### config.mk
export PLATFORM = sky130hd
export DESIGN_NAME = lcd_ascii_formatter
export DESIGN_NICKNAME = d
export VERILOG_FILES = /design/src/rtl/lcd_ascii_pkg.sv /design/src/rtl/lcd_digit_to_ascii.sv /design/src/rtl/lcd_ascii_formatter.sv
export SDC_FILE = /design/constraint.sdc
export NUM_CORES = 1
export LEC_CHECK = 0
export CAP_MARGIN = 20
export CORE_ASPECT_RATIO = 1.25
export CORE_MARGIN = 2
export CORE_UTILIZATION = 54
export DETAILED_ROUTE_END_ITERATION = 8
export PLACE_DENSITY = 0.86
export SLEW_MARGIN = 20
export SYNTH_ARGS = -nofsm -noshare
export SYNTH_HDL_FRONTEND = slang
export SYNTH_HIERARCHICAL = 1
export SYNTH_SLANG_ARGS = --single-unit
### constraint.sdc
create_clock -name iCLK -period 2.5 [get_ports iCLK]
set_input_delay 0.5 -clock iCLK [delete_from_list [all_inputs] [get_ports iCLK]]
set_output_delay 0.5 -clock iCLK [all_outputs]
set_load 0.02 [all_outputs]
### src/rtl/lcd_ascii_pkg.sv
// Shared types and constants for the LCD ASCII formatter.
// States, ASCII code points and BCD sizing.
package lcd_ascii_pkg;

  typedef enum logic [1:0] {
    IDLE = 2'd0,
    CONV = 2'd1,
    FMT  = 2'd2
  } state_e;

  localparam logic [7:0] ASCII_SPACE = 8'h20;
  localparam logic [7:0] ASCII_ZERO  = 8'h30;
  localparam logic [7:0] ASCII_A     = 8'h41;

  localparam int CHARS = 5;
  localparam int BCD_W = 20;

endpackage

### src/rtl/lcd_digit_to_ascii.sv
// One 4-bit digit to its ASCII glyph.
// 0..9 map to '0'..'9', 10..15 to 'A'..'F'.
module lcd_digit_to_ascii
  import lcd_ascii_pkg::*;
(
  input  logic [3:0] iDIGIT,
  output logic [7:0] oCHAR
);

  always_comb begin
    if (iDIGIT < 4'd10) oCHAR = ASCII_ZERO + {4'h0, iDIGIT};
    else oCHAR = ASCII_A + {4'h0, iDIGIT} - 8'd10;
  end

endmodule

### src/rtl/lcd_ascii_formatter.sv
// 16-bit value to five ASCII chars, decimal or hex.
// Decimal runs a bit-serial double-dabble before formatting.
module lcd_ascii_formatter
  import lcd_ascii_pkg::*;
#(
  parameter int WIDTH = 16,
  parameter int CHARS = 5
) (
  input  logic               iCLK,
  input  logic               iRST,
  input  logic               iSTART,
  input  logic [WIDTH-1:0]   iVALUE,
  input  logic               iHEX,
  input  logic               iBLANK,
  output logic               oBUSY,
  output logic               oDONE,
  output logic [8*CHARS-1:0] oASCII
);

  state_e state_q, state_d;
  logic [WIDTH-1:0] val_q, val_d;
  logic hex_q, hex_d;
  logic blank_q, blank_d;
  logic [BCD_W-1:0] bcd_q, bcd_d, bcd_adj;
  logic [3:0] cnt_q, cnt_d;
  logic [8*CHARS-1:0] ascii_q, ascii_d;
  logic done_q, done_d;

  logic [CHARS-1:0][3:0] dig;
  logic [CHARS-1:0][7:0] chr;
  logic [CHARS-1:0][7:0] txt;
  logic lead;

  always_comb begin
    bcd_adj = bcd_q;
    for (int i = 0; i < CHARS; i++) begin
      if (bcd_q[4*i+:4] >= 4'd5)
        bcd_adj[4*i+:4] = bcd_q[4*i+:4] + 4'd3;
    end
  end

  // Both modes share the converters; hex has a zero top digit.
  assign dig = hex_q ? {4'h0, val_q} : bcd_q;

  for (genvar g = 0; g < CHARS; g++) begin : g_dig
    lcd_digit_to_ascii u_dig (
      .iDIGIT(dig[g]),
      .oCHAR (chr[g])
    );
  end

  always_comb begin
    txt  = chr;
    lead = blank_q;
    for (int i = CHARS - 1; i > 0; i--) begin
      if (lead && dig[i] == 4'h0) txt[i] = ASCII_SPACE;
      else lead = 1'b0;
    end
    if (hex_q) txt[CHARS-1] = ASCII_SPACE;
  end

  always_comb begin
    state_d = state_q;
    val_d   = val_q;
    hex_d   = hex_q;
    blank_d = blank_q;
    bcd_d   = bcd_q;
    cnt_d   = cnt_q;
    ascii_d = ascii_q;
    done_d  = 1'b0;
    unique case (state_q)
      IDLE: begin
        if (iSTART) begin
          val_d   = iVALUE;
          hex_d   = iHEX;
          blank_d = iBLANK;
          bcd_d   = '0;
          cnt_d   = '0;
          state_d = iHEX ? FMT : CONV;
        end
      end
      CONV: begin
        bcd_d = {bcd_adj[BCD_W-2:0], val_q[WIDTH-1]};
        val_d = {val_q[WIDTH-2:0], 1'b0};
        cnt_d = cnt_q + 4'd1;
        if (cnt_q == 4'd15) state_d = FMT;
      end
      FMT: begin
        ascii_d = txt;
        done_d  = 1'b1;
        state_d = IDLE;
      end
      default: state_d = IDLE;
    endcase
  end

  always_ff @(posedge iCLK) begin
    if (iRST) begin
      state_q <= IDLE;
      val_q   <= '0;
      hex_q   <= 1'b0;
      blank_q <= 1'b0;
      bcd_q   <= '0;
      cnt_q   <= '0;
      ascii_q <= {CHARS{ASCII_SPACE}};
      done_q  <= 1'b0;
    end else begin
      state_q <= state_d;
      val_q   <= val_d;
      hex_q   <= hex_d;
      blank_q <= blank_d;
      bcd_q   <= bcd_d;
      cnt_q   <= cnt_d;
      ascii_q <= ascii_d;
      done_q  <= done_d;
    end
  end

  assign oBUSY  = (state_q != IDLE);
  assign oDONE  = done_q;
  assign oASCII = ascii_q;

endmodule

==> key figures <==
Synth
  • Avg Cell Area, Syn: about 8.3 um2
  • Async set or reset register ratio after synthesis: 0
  • Syn Inst Count: 509
  • Commonest cells post-synth: 85 x dfxtp_1, 61 x nor2_1, 44 x nand2_1
  • Net count after synthesis: approximately 550
  • Post-synthesis sequential area ratio: 0.4022
  • Yosys top cell by area: dfxtp_1
  • FF+latch count, synth: 85
  • Synthesized area: 4230 um2
  • Synth Warn #: 6
  • Post-synth top area share: 0.4022
  • Distinct cells, synth: 43
  • Primary FF master, synth: dfxtp_1
  • Synth area leaders: dfxtp_1 40%, nor2_1 5.4%, a21oi_1 5.0%, a22o_1 5.0%, ha_1 4.7%
  • EDFF count, synth: 0
  • Most frequent cell after synthesis: dfxtp_1

Floorplan
  • Core ar.: 7702 um2
  • Die height: 103.0 um
  • Initial core utilization: 0.5492
  • Die Span X: 83.17 um
  • Row count: 36
  • Die area: between 8000 and 9000 um2
  • I/O pin count: 63

Status
  • Status: finished clean

Timing
  • Slew margin rel.: 0.4694
  • Clk_skew: between 4 and 5 ps
  • Final setup viols: 0
  • Min Tclk post-route: 2211 ps
  • Final Slew Violations: 0
  • Final worst path period share: 0.8844
  • Setup TNS Final: 0 ps
  • RSZ-0062 raised after global routing: false
  • Highest clock rate: 452.3 MHz
  • Hold Violations, Final: 0
  • Final worst slack: 289.1 ps
  • Worst slew pin tran: slightly below 800 ps

Detailed routing
  • Routed Antenna Nets: 0
  • Router iterations before antenna repair: 4
  • WL/cell: 14.67 um
  • # DRC: 0
  • First-iteration detailed-routing DRC count: 194
  • Via count: 3786
  • Total Routed Length: 9.758 mm
  • Via density: 5.693

Global route
  • Met3 usage: 0.04323
  • GR met2 Demand/Resource: 0.4237
  • Met1 Use GR: 0.2683
  • Total GRT Usage: 0.2322
  • Largest net degree at the start of global routing: 30
  • First-pass GRT wire length: 16.05 mm
  • Grt peak-use layer: met2
  • Grt ovf: 0
  • Vias in the first global route: 3499
  • Initial antenna violation count: 0

Cells and area
  • Final net count: 603
  • Design Area, Final: 5135 um2
  • Layout cells sized above 1: 0.09298
  • Diode count: 0
  • Area delta synth->final: 21.38%

Power
  • Leakage: 1.966 nW
  • VDD IR max: between 0.3 and 0.4 mV
  • P per Cell Area: roughly 550 nW/um2

Placed design
  • IO buf count: 62
  • DP Wirelength: between 7 and 8 mm
  • Worst slack at placement: 225.6 ps
  • Placed cell area: 4936 um2
  • Placer Congestion: 0.8726

Clocking
  • Skew-Pair Late Insertion Delay: approximately 360 ps
  • CTS tree: yes
  • Max clock buf depth: 2
  • CTS resizes: 0
  • # H-tree levels: 3
  • Number of buffers created by CTS: 9
  • CTS Hold Bufs: 0
  • Setup Fix Bufs, Post-CTS: 0
  • Root Driver: clkbuf_8
  • Clock Pin Slew Worst Setup and Hold Paths: 80 ps
  • Total clock sinks: between 80 and 90

Setup path
  • Critical Path Source Type: flip-flop
  • Crit Path Category: flip-flop to flip-flop
  • Crit. End Element: flip-flop
  • CP Data Required Time: 2760 ps
  • CP Max Fanout: 19
  • Crit path DAT: 2470 ps

Run
  • Max Cap Viol: 0

Hold path
  • Hold crit path type: flip-flop to flip-flop
[final cells by class]
class	count	area [um2]
clock buffers	11	151.4
clock inverters	4	47.55
fillers	595	2567
inverters	22	82.58
multi-input cells	371	2300
flip-flops and latches	85	1702
well taps	95	118.9
repair buffers	77	733.2
[sequential cells by signal (all words and copies together), names as in the netlist]
signal,flops
blank_q,1
val_q,16
cnt_q,4
oDONE,1
state_q,2
bcd_q,20
oASCII,40
hex_q,1
[metal layers]
layer / up-vias / routed length, um
met3: 22 / 519
met1: 1776 / 4045
met4: 0 / 286
li1: 1876 / -
met5: - / 0
met2: 112 / 4906
[path summary, 6_finish.rpt]
kind | cells after the start | start | slack, ps | endpoint
setup / recovery | 8 | hex_q | 290 | oASCII[2]
hold / removal | 2 | oASCII[0] | 460 | oASCII[0]
setup reg to reg | 8 | hex_q | 290 | oASCII[2]
hold reg to reg | 2 | oASCII[0] | 460 | oASCII[0]
[cells by family (layout without fill, tap and decap cells)]
group                      Yosys count  count (layout)  synth area share
buffers and inverters               53             114           0.05472
xor gates and xnor gates            14              14           0.02898
adders and majority gates           16              16           0.04732
DFF                                 85              85            0.4022
other                                5               5          0.004437
and+or+nand+nor                    199             199            0.2292
AOI/OAI and AO/OA                  116             116            0.1769
muxes                               21              21           0.05620
[cell usage in the layout, fill, tap and decap left out, types with 2 or more instances in the layout]
cell             instances
a21oi_1                 42
a22o_1                  24
a32o_1                   7
buf_4                   15
clkbuf_8                11
clkdlybuf4s50_1         62
clkinv_2                 2
conb_1                   5
dfxtp_1                 85
ha_1                    16
inv_1                   22
mux2_1                   5
mux2_2                   9
mux2_4                   2
mux2i_1                  5
nand2_1                 44
nand2_2                  6
nand2b_1                 7
nand3_1                 14
nand3b_1                 2
nand4_1                  4
nor2_1                  60
nor2b_1                 14
nor3_1                  11
nor3b_1                  7
nor4_1                  19
o21a_1                   5
o21ai_0                 28
o21ai_1                  5
or3_1                    5
xnor2_1                 10
xor2_1                   4
[per-stage QoR]
step | total power, W | hold slack (ps) | std cells | util
after floorplan | 0.001717 | 455.0 | 509 | -
after global placement | 0.001845 | 437.5 | 650 | 0.6408
after detailed placement | 0.001862 | 447.0 | 650 | 0.6408
after CTS | 0.002834 | 458.0 | 665 | 0.6667
after global routing | 0.002932 | 476.3 | 665 | 0.6667
final | 0.002827 | 456.6 | 665 | 0.6667
[critical path, stage by stage, from the launching register on]
cell	delay, ps
dfxtp_1	410
buf_4	250
o21ai_0	570
inv_1	110
ha_1	240
nand2_2	80
mux2_1	330
nand2_1	60
a21oi_1	60
[where the power goes]
part / switching (W) / leakage (nW) / internal (W)
sequential: 0.0000544 / 0.690 / 0.00140
combinational: 0.000217 / 1.17 / 0.000156
clock: 0.000487 / 0.101 / 0.000507
Power figures use the tool's default switching activity.
